File: src/rtl/spi_cmd_packer.sv
`default_nettype none
// ------------------------------------------------------------------------
// spi_cmd_packer: frames SPI bytes into WIDTH-bit command words for the FIFO.
// Optional stats counters via SPI_CMD_PACKER_STATS_EN.      Rev 1.0
// ------------------------------------------------------------------------
module spi_cmd_packer #(
  parameter  int WIDTH  = 72,
  localparam int NBYTES = WIDTH / 8
) (
  input  logic             wr_clk,
  input  logic             wr_rst_n,
  input  logic             byte_valid,
  input  logic [7:0]       byte_data,
  input  logic             frame_end,
  output logic             fifo_wr_en,
  output logic [WIDTH-1:0] fifo_wr_data,
  input  logic             fifo_full,
  input  logic             fifo_almost_full,
  output logic             busy,
  output logic             err_short,
  output logic             err_long,
  output logic             err_drop,
`ifdef SPI_CMD_PACKER_STATS_EN
  output logic [15:0]      cmd_count,
  output logic [15:0]      drop_count,
  output logic [15:0]      err_count,
`endif
  input  logic             err_clr
);

  localparam int              CNT_W    = $clog2(NBYTES + 1);
  localparam logic [CNT_W-1:0] CNT_FULL = CNT_W'(NBYTES);

  localparam logic [1:0] S_IDLE    = 2'd0;
  localparam logic [1:0] S_COLLECT = 2'd1;
  localparam logic [1:0] S_DONE    = 2'd2;
  localparam logic [1:0] S_DISCARD = 2'd3;

  logic [1:0]       state_q, state_d;
  logic [CNT_W-1:0] cnt_q, cnt_d;
  logic [WIDTH-1:0] shift_q, shift_d;
  logic [WIDTH-1:0] data_q;
  logic             pending_q;
  logic             busy_q;
  logic             err_short_q, err_long_q, err_drop_q;
  logic             commit, short_ev, long_ev, drop_ev;

  // The byte is applied first; frame_end then sees the post-byte state.
  always_comb begin
    state_d  = state_q;
    cnt_d    = cnt_q;
    shift_d  = shift_q;
    commit   = 1'b0;
    short_ev = 1'b0;
    long_ev  = 1'b0;
    case (state_q)
      S_IDLE: begin
        if (byte_valid) begin
          shift_d = WIDTH'(byte_data);
          cnt_d   = CNT_W'(1);
          state_d = S_COLLECT;
        end
      end
      S_COLLECT: begin
        if (byte_valid) begin
          shift_d = (shift_q << 8) | WIDTH'(byte_data);
          cnt_d   = cnt_q + CNT_W'(1);
        end
      end
      S_DONE: begin
        if (byte_valid) begin
          long_ev = 1'b1;
          state_d = S_DISCARD;
        end
      end
      default: ;
    endcase
    if (state_d == S_COLLECT && cnt_d == CNT_FULL) begin
      commit  = 1'b1;
      state_d = S_DONE;
    end
    if (frame_end) begin
      short_ev = (state_d == S_COLLECT);
      state_d  = S_IDLE;
      cnt_d    = '0;
    end
  end

  assign fifo_wr_en = pending_q & ~fifo_full;
  assign drop_ev    = commit & pending_q & ~fifo_wr_en;

  always_ff @(posedge wr_clk or negedge wr_rst_n) begin
    if (!wr_rst_n) begin
      state_q     <= S_IDLE;
      cnt_q       <= '0;
      shift_q     <= '0;
      data_q      <= '0;
      pending_q   <= 1'b0;
      busy_q      <= 1'b0;
      err_short_q <= 1'b0;
      err_long_q  <= 1'b0;
      err_drop_q  <= 1'b0;
    end else begin
      state_q <= state_d;
      cnt_q   <= cnt_d;
      shift_q <= shift_d;
      // A commit that lands on a push cycle overwrites the outgoing word.
      if (commit && !drop_ev) begin
        data_q    <= shift_d;
        pending_q <= 1'b1;
      end else if (fifo_wr_en) begin
        pending_q <= 1'b0;
      end
      busy_q      <= fifo_almost_full | pending_q | (state_q != S_IDLE);
      err_short_q <= short_ev | (err_short_q & ~err_clr);
      err_long_q  <= long_ev  | (err_long_q  & ~err_clr);
      err_drop_q  <= drop_ev  | (err_drop_q  & ~err_clr);
    end
  end

  assign fifo_wr_data = data_q;
  assign busy         = busy_q;
  assign err_short    = err_short_q;
  assign err_long     = err_long_q;
  assign err_drop     = err_drop_q;

`ifdef SPI_CMD_PACKER_STATS_EN
  logic [15:0] cmd_cnt_q, drop_cnt_q, err_cnt_q;

  always_ff @(posedge wr_clk or negedge wr_rst_n) begin
    if (!wr_rst_n) begin
      cmd_cnt_q  <= '0;
      drop_cnt_q <= '0;
      err_cnt_q  <= '0;
    end else if (err_clr) begin
      cmd_cnt_q  <= '0;
      drop_cnt_q <= '0;
      err_cnt_q  <= '0;
    end else begin
      if (fifo_wr_en && cmd_cnt_q != 16'hFFFF)
        cmd_cnt_q <= cmd_cnt_q + 16'd1;
      if (drop_ev && drop_cnt_q != 16'hFFFF)
        drop_cnt_q <= drop_cnt_q + 16'd1;
      if ((short_ev || long_ev) && err_cnt_q != 16'hFFFF)
        err_cnt_q <= err_cnt_q + 16'd1;
    end
  end

  assign cmd_count  = cmd_cnt_q;
  assign drop_count = drop_cnt_q;
  assign err_count  = err_cnt_q;
`endif

endmodule
`default_nettype wire

File: config.mk
export PLATFORM = sky130hd
export DESIGN_NAME = spi_cmd_packer
export DESIGN_NICKNAME = d
export VERILOG_FILES = /design/src/rtl/spi_cmd_packer.sv
export SDC_FILE = /design/constraint.sdc
export NUM_CORES = 1
export LEC_CHECK = 0
export ABC_AREA = 1
export CAP_MARGIN = 20
export CORE_MARGIN = 2
export CORE_UTILIZATION = 45
export DETAILED_ROUTE_END_ITERATION = 8
export PLACE_DENSITY = 0.68
export RECOVER_POWER = 50
export SLEW_MARGIN = 30
export SYNTH_ARGS = -nofsm -noshare
export SYNTH_HDL_FRONTEND = slang
export SYNTH_SLANG_ARGS = --single-unit
File: constraint.sdc
create_clock -name wr_clk -period 2.16 [get_ports wr_clk]
set_clock_uncertainty 0.1 [all_clocks]
set_input_delay 0.54 -clock wr_clk [delete_from_list [all_inputs] [get_ports wr_clk]]
set_output_delay 0.54 -clock wr_clk [all_outputs]
set_load 0.005 [all_outputs]
* Yosys cells after proc, flatten, opt, wreduce, memory -nomap -nowiden
Cells that the tools add are included.
Storage, ports and cells: bits in registers 155, bits of input ports 15, word-level logic and storage cells 54
Cells by class: add/sub/neg operators 1, bitwise gates (word level) 15, equality and inequality tests 5, reduce and logical (&&, ||, !) cells 6, muxes and demuxes 18
Operators with widths (count):
- two-way mux 72 bit | 2
- one-hot mux 72 bit (2 select lines) | 1
- OR 72 x 8 -> 72 bit | 1
- two-way mux 4 bit | 3
- two-way mux 2 bit | 4
- one-hot mux 4 bit (2 select lines) | 1
- AND 1 bit | 6
- == test 2 x 1 -> 1 bit (second input constant) | 3
- two-way mux 1 bit | 6
- OR 1 bit | 5
- adder 4 x 1 -> 4 bit (second input constant) | 1
- == test 4 bit (second input constant) | 1
- one-hot mux 2 bit (2 select lines) | 1
- nonzero test 2 bit | 2
- NOT 1 bit | 3
- == test 2 bit (second input constant) | 1
- logical AND 1 bit | 2
- zero test 2 bit | 1
- zero test 1 bit | 1

* Logic depth before layout (Yosys ltp)
Gate-level depths: netlist (run 1).
depth after elaboration 11, mapped depth 12, mapped depth without buffers 10

* Worst setup path after synthesis (run 1)
Ideal clock, no wire load.
path type in2reg, from input port byte_valid, to register data_q[63] (netlist: fifo_wr_data[63]), library setup time 0.117 ns, required time 1.943 ns, setup slack 0.226 ns, stages 11, data arrival time 1.717 ns, cell sequence buf_4 > inv_1 > ha_1 > nor2_1 > nor2_1 > nand2_2 > inv_2 > nand3_4 > buf_6 > nand2_1 > nand2_1
Between the ends: word-level cells in the longest chain between the ends 9, elaborated cells on any way between the ends 17
Ends and longest elaborated chain:
- from (decl) | RTL line 12 | input logic byte_valid,
- two-way mux 4 bit (tied with other cells) | RTL line 65 | if (byte_valid) begin
- one-hot mux 4 bit (2 select lines) or one-hot mux 2 bit (2 select lines) (tied branches) | RTL line 56 | case (state_q)
- == test 4 bit or == test 2 x 1 -> 1 bit (tied branches) | RTL line 78 | if (state_d == S_COLLECT && cnt_d == CNT_FULL) begin
- logical AND 1 bit | RTL line 78
- two-way mux 1 bit | RTL line 78
- AND 1 bit (2 in a row) | RTL line 90 | assign drop_ev = commit & pending_q & ~fifo_wr_en;
- zero test 1 bit | RTL line 108 | if (commit && !drop_ev) begin
- logical AND 1 bit | RTL line 108
- to (signal assigned) | RTL line 109 | data_q <= shift_d;
- to (decl) | RTL line 42 | logic [WIDTH-1:0] data_q;
Parallel ways exist; a longest one is shown, timed or not. A chain may end at the register's enable or synchronous reset.

* Final worst setup path (run 1)
from input port byte_valid, to register data_q[42] (netlist: fifo_wr_data[42])
The elaborated chain is that of the path after synthesis.

==> flow_summary.toml, run 1 <==
[finish]
num-nets-final = 766
multiInputGateArea_mm2 = 0.00177
regArea_mm2 = 0.00388
antenna_cells = 0
area_growth_syn_to_layout_pct = 29.7
fin_area_mm2 = 0.00804
fill_cells = 1133
drive_above_1_share = 0.0919

[logic_synthesis]
syn_inst = 648
synth.avg_cell_area_um2 = 9.56
ys_seq_elements = 155
syn_area_mm2 = 0.00620
ys_types = 25
synth_fp_nets = 665
ys_warn_count = 0
ys_seq_area_frac = 0.626

[global_route]
grt_pass1_vias = 4713
grt_pass1_wl_um = 23400
overflow = 0
gr-usage-all-layers = 0.204
antenna_found_initial = 0
grt_max_degree = 46

[setup_path]
slowest_delay_ps = 490
slowest_stage = "clkdlybuf4s50_1"
startpoint_type = "input pin"
crit_chain = "clkdlybuf4s50_1 > inv_1 > ha_1 > nor2_1 > nor2_1 > nand2_2 > inv_2 > nand3_4 > buf_12 > nand2_1 > nand2_1"
required_ps = 2430
r2r_slack_ps = 300
critPathKind = "in2reg"
arrival_ps = 2280
crit_fanout = 42
critPathCaptureType = "flop"

[clock_tree]
htree_levels = 4
clock_latency_ps = 430
numCtsBuffers = 17
post_cts_buffers = 0
cts_root_buf = "clkbuf_16"
cts_tree = "yes"
clock_sinks = 155
clock_path_buffers = 2
path_clk_slew_ps = 60

[placement]
place_ws_ps = -275
dp_hpwl_um = 9340
io_buffers = 91
place_area_mm2 = 0.00744
place.gp.congestion = 0.817

[timing]
rsz0062_at_grt = "false"
fin_crit_ps = 2010
fmax_mhz = 497
fin_crit_sh = 0.931
worst_pin_slew_ps = 1140
worst_slew_margin_rel = 0.239
worst_slack_ps = 149
hold_slack_ps = 368
finalHoldViolCount = 0
setup_viol = 0
slew_viol_final = 0

[die]
num_io_pins = 92
die_width_um = 121
start_util = 0.464
die_h_um = 121
rows = 42
coreArea_mm2 = 0.0133
dieArea_mm2 = 0.0147

[route]
wl_um = 13900
drt_pass1_iterations = 5
dr_wl_met2_um = 6780
vias = 4692
drc_errors = 0
dr_wl_met3_um = 566
wl_met1_um = 6340
viasPerCell = 5.00
ant_nets = 0
wire_per_inst_um = 14.8
top_layer_used = "met4"
drt_iter0_drc = 222

[run]
cap_violations = 0

[pwr]
powerDensity_mw_per_mm2 = 798
vdd_ir_drop_max_v = 0.000443
p_leak_nw = 3.97

[min_path]
hp-class = "reg2reg"

[status]
status = "completed"
[cell type report]
| class | instances | area share |
|---|---|---|
| Sequential cell | 155 | 0.483 |
| Multi-Input combinational cell | 381 | 0.221 |
| Timing Repair Buffer | 121 | 0.158 |
| Clock buffer | 21 | 0.0560 |
| Inverter | 73 | 0.0344 |
| Tap cell | 176 | 0.0274 |
| Clock inverter | 11 | 0.0209 |
[worst paths after layout]
kind / start / to / cells after the start
max: byte_valid / fifo_wr_data[42] / 11
min: fifo_wr_data[10] / fifo_wr_data[10] / 2
max reg2reg: state_q[1] / fifo_wr_data[54] / 8
min reg2reg: fifo_wr_data[10] / fifo_wr_data[10] / 2
max in group asynchronous: wr_rst_n / fifo_wr_data[43] / 3
min in group asynchronous: wr_rst_n / busy / 2
[stage by stage]
| step | power, mW | util | setup TNS (ps) | cells |
|---|---|---|---|---|
| after floorplan | 3.18 | - | 0 | 648 |
| after global placement | 3.36 | 0.558 | -15620 | 905 |
| after detailed placement | 3.37 | 0.558 | -18030 | 905 |
| after CTS | 6.48 | 0.605 | 0 | 938 |
| after global routing | 6.64 | 0.602 | 0 | 938 |
| final | 6.41 | 0.602 | 0 | 938 |
[kinds of logic (layout without fill, tap and decap cells)]
| family | after synthesis | in the layout | share of synthesized area |
|---|---|---|---|
| AO/OA/AOI/OAI | 75 | 75 | 0.0705 |
| flip-flops | 155 | 155 | 0.626 |
| AND/OR/NAND/NOR | 304 | 304 | 0.212 |
| buffers and inverters | 112 | 226 | 0.0878 |
| adder cells (fa/ha/maj) | 2 | 2 | 0.00404 |
[cell usage in the layout, fill, tap and decap left out, types with 2 or more instances in the layout]
master and n:
inv_1 69, bufinv_16 4, nand3_1 86, buf_12 11
nand2_2 2, clkinvlp_4 2, clkbuf_1 4, o21ai_0 27
clkinv_2 3, clkbuf_16 17, o22ai_1 45, buf_6 2
inv_2 3, dfrtp_1 155, clkbuf_4 2, nor3_1 2
nand2_1 197, ha_1 2, a21oi_1 2, buf_4 11
clkdlybuf4s50_1 89, clkbuf_2 3, nor2_1 10
[sequential cells by signal, indices dropped and copies added, names as in the netlist]
name / flops
fifo_wr_data: 72
err_short: 1
err_drop: 1
shift_q: 72
cnt_q: 4
state_q: 2
err_long: 1
busy: 1
pending_q: 1
[synth_stat cells]
cell | n | area share
nand3_4 | 1 | 0.0028
a32o_1 | 1 | 0.0016
nor2_8 | 1 | 0.0032
dfrtp_1 | 155 | 0.63
a21oi_1 | 2 | 0.0016
o21ai_0 | 27 | 0.022
nand2_4 | 1 | 0.0018
buf_2 | 7 | 0.0057
nor2_2 | 1 | 0.0010
nand2_2 | 2 | 0.0020
ha_1 | 2 | 0.0040
clkbuf_1 | 16 | 0.0097
inv_2 | 3 | 0.0018
inv_4 | 1 | 0.0010
nand3_2 | 1 | 0.0016
o22ai_1 | 45 | 0.045
buf_6 | 14 | 0.025
nor2_4 | 1 | 0.0018
nand2_1 | 197 | 0.12
nor3_1 | 2 | 0.0016
nor2_1 | 10 | 0.0061
inv_1 | 69 | 0.042
nand3_1 | 86 | 0.069
buf_4 | 2 | 0.0024
nand4_1 | 1 | 0.0010
[worst max-delay path, delay by kind of cell]
kind	cells	cell delay [ps]
buf+inv	4	830
simple gates	6	620
fa+ha+maj	1	280
[power by group]
group          internal [mW]  switching, mW  leakage, nW  total (mW)
clock                   1.96           1.15        0.297        3.11
sequential              2.96         0.0266         2.12        2.99
combinational          0.112          0.203         1.55       0.316
[timing repair]
action,4_1_cts,5_1_grt
endpoints found under the setup margin,1,0
endpoints found under the hold margin,40,0
hold buffers,1,0
gates resized for setup,1,0
[metal layers]
layer	vias up	global-route usage
met5	-	0
met4	0	0.0668
li1	2297	-
met3	17	0.0503
met1	2273	0.273
met2	105	0.329
Note: power is estimated with default switching activity, not from simulation.
==> run 2: changes to the inputs <==
Settings changed: REMOVE_ABC_BUFFERS set to 1.
==> flow_summary.toml, run 2 (synthesized netlist as in run 1, its figures left out) <==
[status]
status = "completed"

[die]
dieArea_mm2 = 0.0147
rows = 42
coreArea_mm2 = 0.0133
die_h_um = 121
num_io_pins = 92
die_width_um = 121
start_util = 0.464

[placement]
place_ws_ps = -262
io_buffers = 91
dp_hpwl_um = 8920
dp_cells = 910
place_area_mm2 = 0.00747
place.gp.congestion = 0.837

[global_route]
gr-max-usage-layer = "met2"
antenna_found_initial = 0
grt_max_degree = 55
overflow = 0
grt_pass1_wl_um = 23000
use_met1 = 0.265
gr-usage-all-layers = 0.199
use_met2 = 0.321
met3_usage = 0.0442
grt_pass1_vias = 4870

[finish]
drive_above_1_share = 0.0991
fin_cells = 943
area_growth_syn_to_layout_pct = 29.2
fill_cells = 1134
fin_area_mm2 = 0.00801
final_common_cell = "nand2_1"
antenna_cells = 0
final_core_util = 0.600
num-nets-final = 771
final_cell_mix = "197 x nand2_1, 155 x dfrtp_1, 89 x clkdlybuf4s50_1, 86 x nand3_1, 69 x inv_1"

[route]
wire_per_inst_um = 14.4
viasPerCell = 4.99
ant_nets = 0
drc_errors = 0
drt_iter0_drc = 391
vias = 4709
drt_pass1_iterations = 4
wl_um = 13600

[setup_path]
crit_chain = "clkdlybuf4s50_1 > buf_4 > nand2_4 > inv_4 > nand2_1 > clkbuf_1 > o22ai_1 > nand3_1 > nand2_1"
critical_path_buf_inv_count = 4
required_ps = 2370
critPathCaptureType = "flop"
startpoint_type = "input pin"
crit_fanout = 12
cp_top_family = "buffers and inverters"
slowest_stage = "clkbuf_1"
slowest_delay_ps = 450
critPathKind = "in2reg"
crit_path_frequent_cell = "nand2_1"
arrival_ps = 2230

[clock_tree]
cts_root_buf = "clkbuf_16"
clock_latency_ps = 420
clock_path_buffers = 2
numCtsBuffers = 17
path_clk_slew_ps = 60
clock_sinks = 155
htree_levels = 4
post_cts_buffers = 0
cts_tree = "yes"

[timing]
tns_ps = 0
worst_pin_slew_ps = 1170
rsz0062_at_grt = "false"
worst_slew_margin_rel = 0.218
setup_viol = 0
finalHoldViolCount = 0
fin_crit_ps = 2020
worst_slack_ps = 144
hold_slack_ps = 369
fin_crit_sh = 0.934
fmax_mhz = 496
slew_viol_final = 0

[pwr]
powerDensity_mw_per_mm2 = 770
vdd_ir_drop_max_v = 0.000465
fin_total_pwr_mw = 6.16
p_leak_nw = 3.96

[run]
cap_violations = 0

[min_path]
hp-class = "reg2reg"
==> run 2: cell count changes in the layout (fill, tap and decap cells not counted), sizes merged <==
cell,previous run,this run
buf,24,29
bufinv,4,1
clkinv,4,7
clkbuf,27,28
clkinvlp,2,1
==> run 2: path summary, 6_finish.rpt <==
check,start,end,slack (ps),depth (start not counted)
worst max-delay path,byte_valid,fifo_wr_data[27],140,9
max in group asynchronous,wr_rst_n,shift_q[5],270,3
worst min-delay path,fifo_wr_data[43],fifo_wr_data[43],370,2
min in group asynchronous,wr_rst_n,fifo_wr_data[10],820,2
worst min register to register,fifo_wr_data[43],fifo_wr_data[43],370,2
worst max register to register,state_q[1],fifo_wr_data[27],290,8
==> run 2: what timing repair did <==
| item | in CTS | in global routing |
|---|---|---|
| endpoints found under the setup margin | 1 | 2 |
| pin swaps | 0 | 0 |
| resized for setup | 1 | 2 |
| hold buffers | 1 | 0 |
| hold endpoints to repair | 46 | 0 |
==> run 2: layout make-up <==
type | instances | area, um2 | share of cell area
multi-input combinational | 381 | 1780 | 0.222
sequential | 155 | 3880 | 0.484
inverter | 73 | 277 | 0.0345
tap | 176 | 220 | 0.0275
clock inverter | 10 | 88.8 | 0.0111
timing repair buffer | 126 | 1280 | 0.160
clock buffer | 22 | 484 | 0.0605
==> run 2: power breakdown <==
group | switching [mW] | internal [mW] | leakage, nW
registers | 0.0265 | 2.96 | 2.12
logic | 0.207 | 0.114 | 1.55
clock network | 1.15 | 1.70 | 0.286
total | 1.38 | 4.78 | 3.96
==> run 2: worst register-to-register path: stages, from the launching register on <==
cell and delay [ps]:
dfrtp_1 450, inv_2 110, nand2_4 100, inv_4 50
nand2_1 110, clkbuf_1 450, o22ai_1 200, nand3_1 140
nand2_1 60
==> run 2: layer usage <==
layer,share of wire,vias to the layer above
li1,-,2296
met1,0.47,2298
met2,0.49,99
met3,0.032,16
met4,0.015,0
met5,0,-
==> run 3: changes to the inputs <==
Settings changed: ABC_CLOCK_PERIOD_IN_PS set to 2160, CTS_CLUSTER_SIZE set to 28.
==> results of run 3 <==
Same layout as run 2: the final DEF is identical, and so are final timing and power.
